### src/rtl/wb_skid_stage_pkg.sv
// Shared widths and reset polarity for the MEM->WB skid stage.
package wb_skid_stage_pkg;

  localparam int unsigned RegLen     = 32;
  localparam int unsigned RegAddrLen = 5;
  localparam logic        RstActive  = 1'b0;

endpackage

### src/rtl/wb_lane_slot.sv
// One held write-back entry: valid bit, LANES fields, capture sanitising and forward match.
module wb_lane_slot
  import wb_skid_stage_pkg::*;
#(
  parameter int unsigned DATA_W = RegLen,
  parameter int unsigned ADDR_W = RegAddrLen,
  parameter int unsigned LANES  = 1
) (
  input  logic                    clk,
  input  logic                    rst,
  input  logic                    flush,
  input  logic                    load,
  input  logic                    load_valid,
  input  logic [LANES*DATA_W-1:0] in_data,
  input  logic [LANES*ADDR_W-1:0] in_addr,
  input  logic [LANES-1:0]        in_en,
  output logic                    valid,
  output logic [LANES*DATA_W-1:0] data,
  output logic [LANES*ADDR_W-1:0] addr,
  output logic [LANES-1:0]        en,
  input  logic [ADDR_W-1:0]       fwd_addr,
  output logic                    fwd_hit,
  output logic [DATA_W-1:0]       fwd_data
);

  logic                    valid_q;
  logic [LANES*DATA_W-1:0] data_q;
  logic [LANES*ADDR_W-1:0] addr_q;
  logic [LANES-1:0]        en_q;
  logic [LANES-1:0]        clean_en;

  // Drop x0 writes; on an address clash only the highest enabled lane keeps its enable.
  always_comb begin
    clean_en = '0;
    for (int unsigned i = 0; i < LANES; i++) begin
      clean_en[i] = in_en[i] && (in_addr[i*ADDR_W +: ADDR_W] != '0);
      for (int unsigned j = i + 1; j < LANES; j++) begin
        if (in_en[j] && (in_addr[j*ADDR_W +: ADDR_W] == in_addr[i*ADDR_W +: ADDR_W])) begin
          clean_en[i] = 1'b0;
        end
      end
    end
  end

  always_ff @(posedge clk) begin
    if (rst == RstActive || flush) begin
      valid_q <= 1'b0;
      data_q  <= '0;
      addr_q  <= '0;
      en_q    <= '0;
    end else if (load) begin
      valid_q <= load_valid;
      data_q  <= in_data;
      addr_q  <= in_addr;
      en_q    <= clean_en;
    end
  end

  assign valid = valid_q;
  assign data  = data_q;
  assign addr  = addr_q;
  assign en    = en_q;

  // Ascending scan so the highest matching lane wins.
  always_comb begin
    fwd_hit  = 1'b0;
    fwd_data = '0;
    for (int unsigned i = 0; i < LANES; i++) begin
      if (valid_q && en_q[i] && (fwd_addr != '0) &&
          (addr_q[i*ADDR_W +: ADDR_W] == fwd_addr)) begin
        fwd_hit  = 1'b1;
        fwd_data = data_q[i*DATA_W +: DATA_W];
      end
    end
  end

endmodule

### src/rtl/wb_skid_stage.sv
// MEM->WB pipeline stage with valid/ready handshake, optional skid entry, flush and forwarding.
module wb_skid_stage
  import wb_skid_stage_pkg::*;
#(
  parameter int unsigned DATA_W    = RegLen,
  parameter int unsigned ADDR_W    = RegAddrLen,
  parameter int unsigned LANES     = 1,
  parameter int unsigned SKID      = 1,
  parameter int unsigned STALL_W   = 6,
  parameter int unsigned STALL_BIT = 4
) (
  input  logic                    clk,
  input  logic                    rst,
  input  logic                    flush,
  input  logic [STALL_W-1:0]      stall,
  input  logic                    in_valid,
  output logic                    in_ready,
  input  logic [LANES*DATA_W-1:0] in_rd_data,
  input  logic [LANES*ADDR_W-1:0] in_rd_addr,
  input  logic [LANES-1:0]        in_rd_enable,
  output logic                    out_valid,
  input  logic                    out_ready,
  output logic [LANES*DATA_W-1:0] out_rd_data,
  output logic [LANES*ADDR_W-1:0] out_rd_addr,
  output logic [LANES-1:0]        out_rd_enable,
  input  logic [ADDR_W-1:0]       fwd_addr,
  output logic                    fwd_hit,
  output logic [DATA_W-1:0]       fwd_data
);

  logic                    dn_ready, fire_in, fire_out, main_load, main_load_valid;
  logic                    main_v, main_hit, skid_v, skid_hit;
  logic [LANES*DATA_W-1:0] main_data, main_src_data, skid_data;
  logic [LANES*ADDR_W-1:0] main_addr, main_src_addr, skid_addr;
  logic [LANES-1:0]        main_en, main_src_en, skid_en;
  logic [DATA_W-1:0]       main_fwd, skid_fwd;
  logic                    unused_stall;

  assign unused_stall = ^stall;
  assign dn_ready     = out_ready & ~stall[STALL_BIT];
  assign fire_out     = main_v & dn_ready;
  assign fire_in      = in_valid & in_ready;
  assign main_load    = ~main_v | fire_out;

  if (SKID != 0) begin : gen_skid
    logic skid_load, skid_load_valid;

    // Registered ready: accept whenever the skid entry is free.
    assign in_ready        = ~skid_v;
    assign main_load_valid = skid_v | fire_in;
    assign main_src_data   = skid_v ? skid_data : in_rd_data;
    assign main_src_addr   = skid_v ? skid_addr : in_rd_addr;
    assign main_src_en     = skid_v ? skid_en : in_rd_enable;
    assign skid_load       = main_load | fire_in;
    assign skid_load_valid = ~main_load & fire_in;

    wb_lane_slot #(
      .DATA_W (DATA_W),
      .ADDR_W (ADDR_W),
      .LANES  (LANES)
    ) u_skid (
      .clk        (clk),
      .rst        (rst),
      .flush      (flush),
      .load       (skid_load),
      .load_valid (skid_load_valid),
      .in_data    (in_rd_data),
      .in_addr    (in_rd_addr),
      .in_en      (in_rd_enable),
      .valid      (skid_v),
      .data       (skid_data),
      .addr       (skid_addr),
      .en         (skid_en),
      .fwd_addr   (fwd_addr),
      .fwd_hit    (skid_hit),
      .fwd_data   (skid_fwd)
    );
  end else begin : gen_single
    assign in_ready        = ~main_v | dn_ready;
    assign main_load_valid = fire_in;
    assign main_src_data   = in_rd_data;
    assign main_src_addr   = in_rd_addr;
    assign main_src_en     = in_rd_enable;
    assign skid_v          = 1'b0;
    assign skid_data       = '0;
    assign skid_addr       = '0;
    assign skid_en         = '0;
    assign skid_hit        = 1'b0;
    assign skid_fwd        = '0;
  end

  wb_lane_slot #(
    .DATA_W (DATA_W),
    .ADDR_W (ADDR_W),
    .LANES  (LANES)
  ) u_main (
    .clk        (clk),
    .rst        (rst),
    .flush      (flush),
    .load       (main_load),
    .load_valid (main_load_valid),
    .in_data    (main_src_data),
    .in_addr    (main_src_addr),
    .in_en      (main_src_en),
    .valid      (main_v),
    .data       (main_data),
    .addr       (main_addr),
    .en         (main_en),
    .fwd_addr   (fwd_addr),
    .fwd_hit    (main_hit),
    .fwd_data   (main_fwd)
  );

  assign out_valid     = main_v;
  assign out_rd_data   = main_v ? main_data : '0;
  assign out_rd_addr   = main_v ? main_addr : '0;
  assign out_rd_enable = main_v ? main_en : '0;

  // Skid holds the younger entry, so its match takes precedence.
  assign fwd_hit  = skid_hit | main_hit;
  assign fwd_data = skid_hit ? skid_fwd : main_fwd;

endmodule

### config.mk
export PLATFORM = sky130hd
export DESIGN_NAME = wb_skid_stage
export DESIGN_NICKNAME = d
export VERILOG_FILES = /design/src/rtl/wb_skid_stage_pkg.sv /design/src/rtl/wb_lane_slot.sv /design/src/rtl/wb_skid_stage.sv
export SDC_FILE = /design/constraint.sdc
export NUM_CORES = 1
export LEC_CHECK = 0
export ABC_AREA = 1
export BUFFER_PORTS_ARGS = -buffer_cell sky130_fd_sc_hd__buf_4
export CAP_MARGIN = 10
export CORE_ASPECT_RATIO = 1.25
export CORE_MARGIN = 5
export CORE_UTILIZATION = 40
export CTS_CLUSTER_DIAMETER = 30
export DETAILED_ROUTE_END_ITERATION = 12
export PLACE_DENSITY = 0.69
export SLEW_MARGIN = 0
export SYNTH_ARGS = -nofsm -noshare
export SYNTH_HDL_FRONTEND = slang
export SYNTH_HIERARCHICAL = 1
export SYNTH_SLANG_ARGS = --single-unit
export TNS_END_PERCENT = 100
### constraint.sdc
create_clock -name clk -period 2.07 [get_ports clk]
set_input_delay 0.207 -clock clk [delete_from_list [all_inputs] [get_ports clk]]
set_output_delay 0.207 -clock clk [all_outputs]
set_load 0.01 [all_outputs]
Word level (Yosys, flattened, before mapping) --
Index checks and enable logic that the tools add are counted.
Operators by class: bitwise logic cells 13, eq/ne operators 2, mux-type cells 11, reduce and logical (&&, ||, !) cells 12
Operators with widths (number):
- 32-bit 2-to-1 mux | 5
- 5-bit nonzero test | 3
- 5-bit equality test | 2
- 5-bit 2-to-1 mux | 2
- 1-bit logical AND | 8
- 1-bit NOT | 5
- 1-bit AND | 4
- 1-bit 2-to-1 mux | 4
- 1-bit bitwise OR | 4
- 1-bit logical OR | 1
Storage, ports and cells: bits in registers 78, logic and storage cells 46, output and inout port bits 73

Logic depth before layout (Yosys ltp) --
depth after elaboration 6, depth in mapped cells 12

Modules after synthesis --
The synthesis kept the hierarchy.
Modules (own cells, without submodules):
- wb_lane_slot | area an instance 1913.1 um^2, seq. area each 780.7 um^2, cells an instance 240, times used 2
- wb_skid_stage | area an instance 1228.7 um^2, seq. area each 0.0 um^2, cells an instance 315, times used 1

Worst setup path before layout --
OpenSTA, ideal clock, no wires.
kind reg-to-output, from reg gen_skid.u_skid.addr_q[0] (netlist: gen_skid.u_skid/addr[0]), to out fwd_data[0], data required time 1863 ps, slack 438 ps, cell stages (with the launch flop) 12, arrival 1425 ps, path through dfxtp_1 inv_2 nand2_1 nand2_1 nor2_2 nand3_4 buf_6 nor2_2 buf_2 buf_2 nand2_1 nand2_1
Between the ends: longest elaborated chain between the ends 4
RTL lines:
- start: declaration | line wb_lane_slot.sv:28 | logic [LANES*ADDR_W-1:0] addr_q;
- start signal: assignment | line wb_lane_slot.sv:54 | addr_q <= in_addr;
- 5-bit equality test | line wb_lane_slot.sv:70 | (addr_q[i*ADDR_W +: ADDR_W] == fwd_addr)) begin
- 1-bit logical AND | line wb_lane_slot.sv:69 | if (valid_q && en_q[i] && (fwd_addr != '0) &&
- 1-bit 2-to-1 mux | line wb_lane_slot.sv:69
- net skid_hit | line wb_skid_stage.sv:32 | logic main_v, main_hit, skid_v, skid_hit;
- 32-bit 2-to-1 mux | line wb_skid_stage.sv:121 | assign fwd_data = skid_hit ? skid_fwd : main_fwd;
- end: declaration | line wb_skid_stage.sv:28 | output logic [DATA_W-1:0] fwd_data
The timed path passes the listed nets, and every way through them passes these cells.

Final worst setup path --
from reg gen_skid.u_skid.addr_q[4] (netlist: gen_skid.u_skid/addr[4]), to out fwd_data[31]
Same word-level chain as after synthesis.

==> flow_summary.toml <==
[detailed_routing]
drt_wl_total_um = 13800
vias = 5028
drtAntennaViolNets = 0
first_iter_violations = 241
dr.pass1.iters = 4
remaining_drc_errors = 0
routed_via_density = 4.73
post_drt_wl_per_cell_um = 13.0

[final_layout]
antenna_cells = 0
nets = 945
multi_input_area_um2 = 2660
final_cells = 1062
final_layout_size_suffix_gt1_share_pct = 26.5
syn_to_final_growth_pct = 24.3
final_util_pct = 50.1
fillCellCount = 1339
regArea_um2 = 1560
stdcell_area_um2 = 6280

[critical_path]
worst-setup-path-type = "reg -> out"
timing.rr.end = "gen_skid.u_skid/data[10]"
cp_common_cell = "nand2_1"
crit_slowest_cell = "dfxtp_1"
end_kind = "output pin"
worstPathMaxFanout = 32
cp-startpoint = "gen_skid.u_skid/addr[4]"
cp_cell_sequence = "inv_2, nand2_1, nand2_1, nor2_2, nand3_4, nor2_4, inv_4, nand2_1, nand2_1, buf_4"
crit-reg2reg-launch = "gen_skid.u_skid/valid"
ff2ff_path_depth = 7
reg2reg_slack_ns = 0.63
slowest_delay_ns = 0.36
startpoint_type = "register"
required_ns = 1.86
arrival_ns = 1.81

[global_route]
antenna_found_initial = 0
overflow = 0
grt_pass1_vias = 4671
grt_usage_pct = 18.5
grt_pass1_wl_um = 22700
grt_max_degree = 52

[placed_design]
place_hpwl_um = 9330
gp_congestion = 0.780
post-place-cells = 1048
port_buffers = 121
dpl_cell_area_um2 = 6000

[sta]
slew_headroom_pct = 68.1
finalCritPeriodShare_pct = 97.4
fmax_ghz = 0.496
period_needed_ns = 2.02
report.final.setup_viol = 0
skew_ns = 0.00465
tns_ns = 0
hold_violations = 0
rsz0062_at_grt = "yes"
worstMarginPinSlew_ns = 0.478
finalMaxSlewViolations = 0

[logic_synthesis]
syn_area_um2 = 5050
async_flop_share_pct = 0
seq_area_frac_synth_pct = 30.9
ys_warn_count = 6
syn_nets = 849
ys.flop_type = "dfxtp_1"
synth_cell_type_count = 21
synth_edf_count = 0
synth-seq-cells = 78
syn-instance-count = 795
synth_area_per_cell_um2 = 6.36

[clocking]
cts_max_level = 3
post-cts-setup-buffers = 0
clockBufferDepth = 2
cts_tree = "yes"
cts.clk_slew.worst_paths_ns = 0.06
cts.sinks = 78
cts_root_buf = "clkbuf_16"
cts_made_buffers = 9
clock_latency_ns = 0.33
cts_hold_buf = 0

[floorplan]
fp.dieH_um = 136
start_util_pct = 40.3
fp-row-count = 46
die_area_um2 = 15000
io_pins = 127
core_um2 = 12500
die_x_um = 111

[hold_path]
hold_path.class = "in -> reg"
whs_endpoint = "gen_skid.u_skid/addr[4]"
min_from = "in_rd_addr[4]"
holdPathStages = 3

[pwr]
p_leak_nw = 3.12
totalPowerFinal_mw = 3.47
power_density_nw_per_um2 = 552
irDropWorstVdd_mv = 0.320

[outcome]
status = "finished, final reports clean"

[run]
max_cap_viol_count = 0
==> cells by family (layout without fill, tap and decap cells) <==
group	after synthesis	after routing	share of synthesized area, %
AND/OR/NAND/NOR	379	379	36.7
AO/OA/AOI/OAI	154	154	15.7
flip-flops	78	78	30.9
buffers and inverters	184	283	16.7
==> what timing repair did <==
| action | CTS | global route |
|---|---|---|
| endpoints found under the setup margin | 32 | 33 |
| pin swaps | 0 | 0 |
| resized for setup | 2 | 5 |
==> placed cells by master, fill, tap and decap left out, drive strengths merged <==
master,count
nor4,2
clkbuf,12
nand3,3
inv,129
a21oi,78
nand2,289
nor2,19
buf,140
o21ai,76
or2,2
nor3,64
clkinv,2
dfxtp,78
==> stage by stage <==
stage	hold WS [ns]	setup slack (ns)
after floorplan	0.353	0.438
after global placement	0.463	0.221
after detailed placement	0.466	0.203
after CTS	0.126	0.00175
after global routing	0.156	-0.0623
final	0.141	0.0537
==> layout make-up <==
cell class | instances | area share [%]
repair buffers | 140 | 17.6
flip-flops and latches | 78 | 24.9
clock inverters | 2 | 0.159
clock buffers | 12 | 3.92
multi-input cells | 533 | 42.3
well taps | 168 | 3.34
inverters | 129 | 7.74
==> power by group <==
group	leakage, nW	internal (mW)	switching [mW]	total, mW
Sequential	0.641	1.58	0.0379	1.61
Clock	0.128	0.828	0.583	1.41
Combinational	2.36	0.170	0.274	0.444
==> worst max-delay path, delay by kind of cell (launching register included) <==
family / cells / cell delay (ns)
AND/OR/NAND/NOR: 7 / 0.72
buffers and inverters: 3 / 0.39
flip-flops: 1 / 0.36
==> flip-flops by register name, summed over array words and instances (netlist names) <==
register and flops:
gen_skid.u_skid/addr 5, u_main/valid 1, gen_skid.u_skid/en 1, u_main/data 32
u_main/en 1, gen_skid.u_skid/data 32, gen_skid.u_skid/valid 1, u_main/addr 5
==> metal layers <==
layer | vias to the layer above | wire length (um) | global-route usage, % | part of all wire (%)
met1 | 2230 | 5730 | 23.2 | 42
met4 | 0 | 182 | 5.68 | 1.3
met3 | 10 | 1100 | 3.89 | 8.0
li1 | 2633 | - | - | -
met2 | 155 | 6770 | 31.8 | 49
met5 | - | 0 | 0 | 0
==> synthesized netlist by cell type (6+ instances only) <==
| cell | count | share of area (%) |
|---|---|---|
| nor2_2 | 10 | 1.2 |
| buf_6 | 13 | 2.9 |
| nor2_1 | 9 | 0.67 |
| inv_2 | 6 | 0.45 |
| buf_4 | 6 | 0.89 |
| nor3_2 | 58 | 11 |
| nand2_1 | 289 | 21 |
| a21oi_1 | 76 | 7.5 |
| clkbuf_1 | 8 | 0.59 |
| nor3_1 | 6 | 0.59 |
| dfxtp_1 | 78 | 31 |
| buf_2 | 26 | 2.6 |
| o21ai_0 | 74 | 7.3 |
| inv_1 | 123 | 9.1 |
==> how the worst max path moves through the flow <==
stage          depth (start not counted)  slack (ns)           end
3_3_place_gp                           9        0.22  fwd_data[22]
3_5_place_dp                           9        0.20  fwd_data[22]
6_report                              10        0.05  fwd_data[31]
4_1_cts                               10       0.002  fwd_data[31]
2_1_floorplan                         11        0.44   fwd_data[0]
5_1_grt                               10       -0.06   fwd_data[1]
Note: power is estimated with default switching activity, not from simulation.
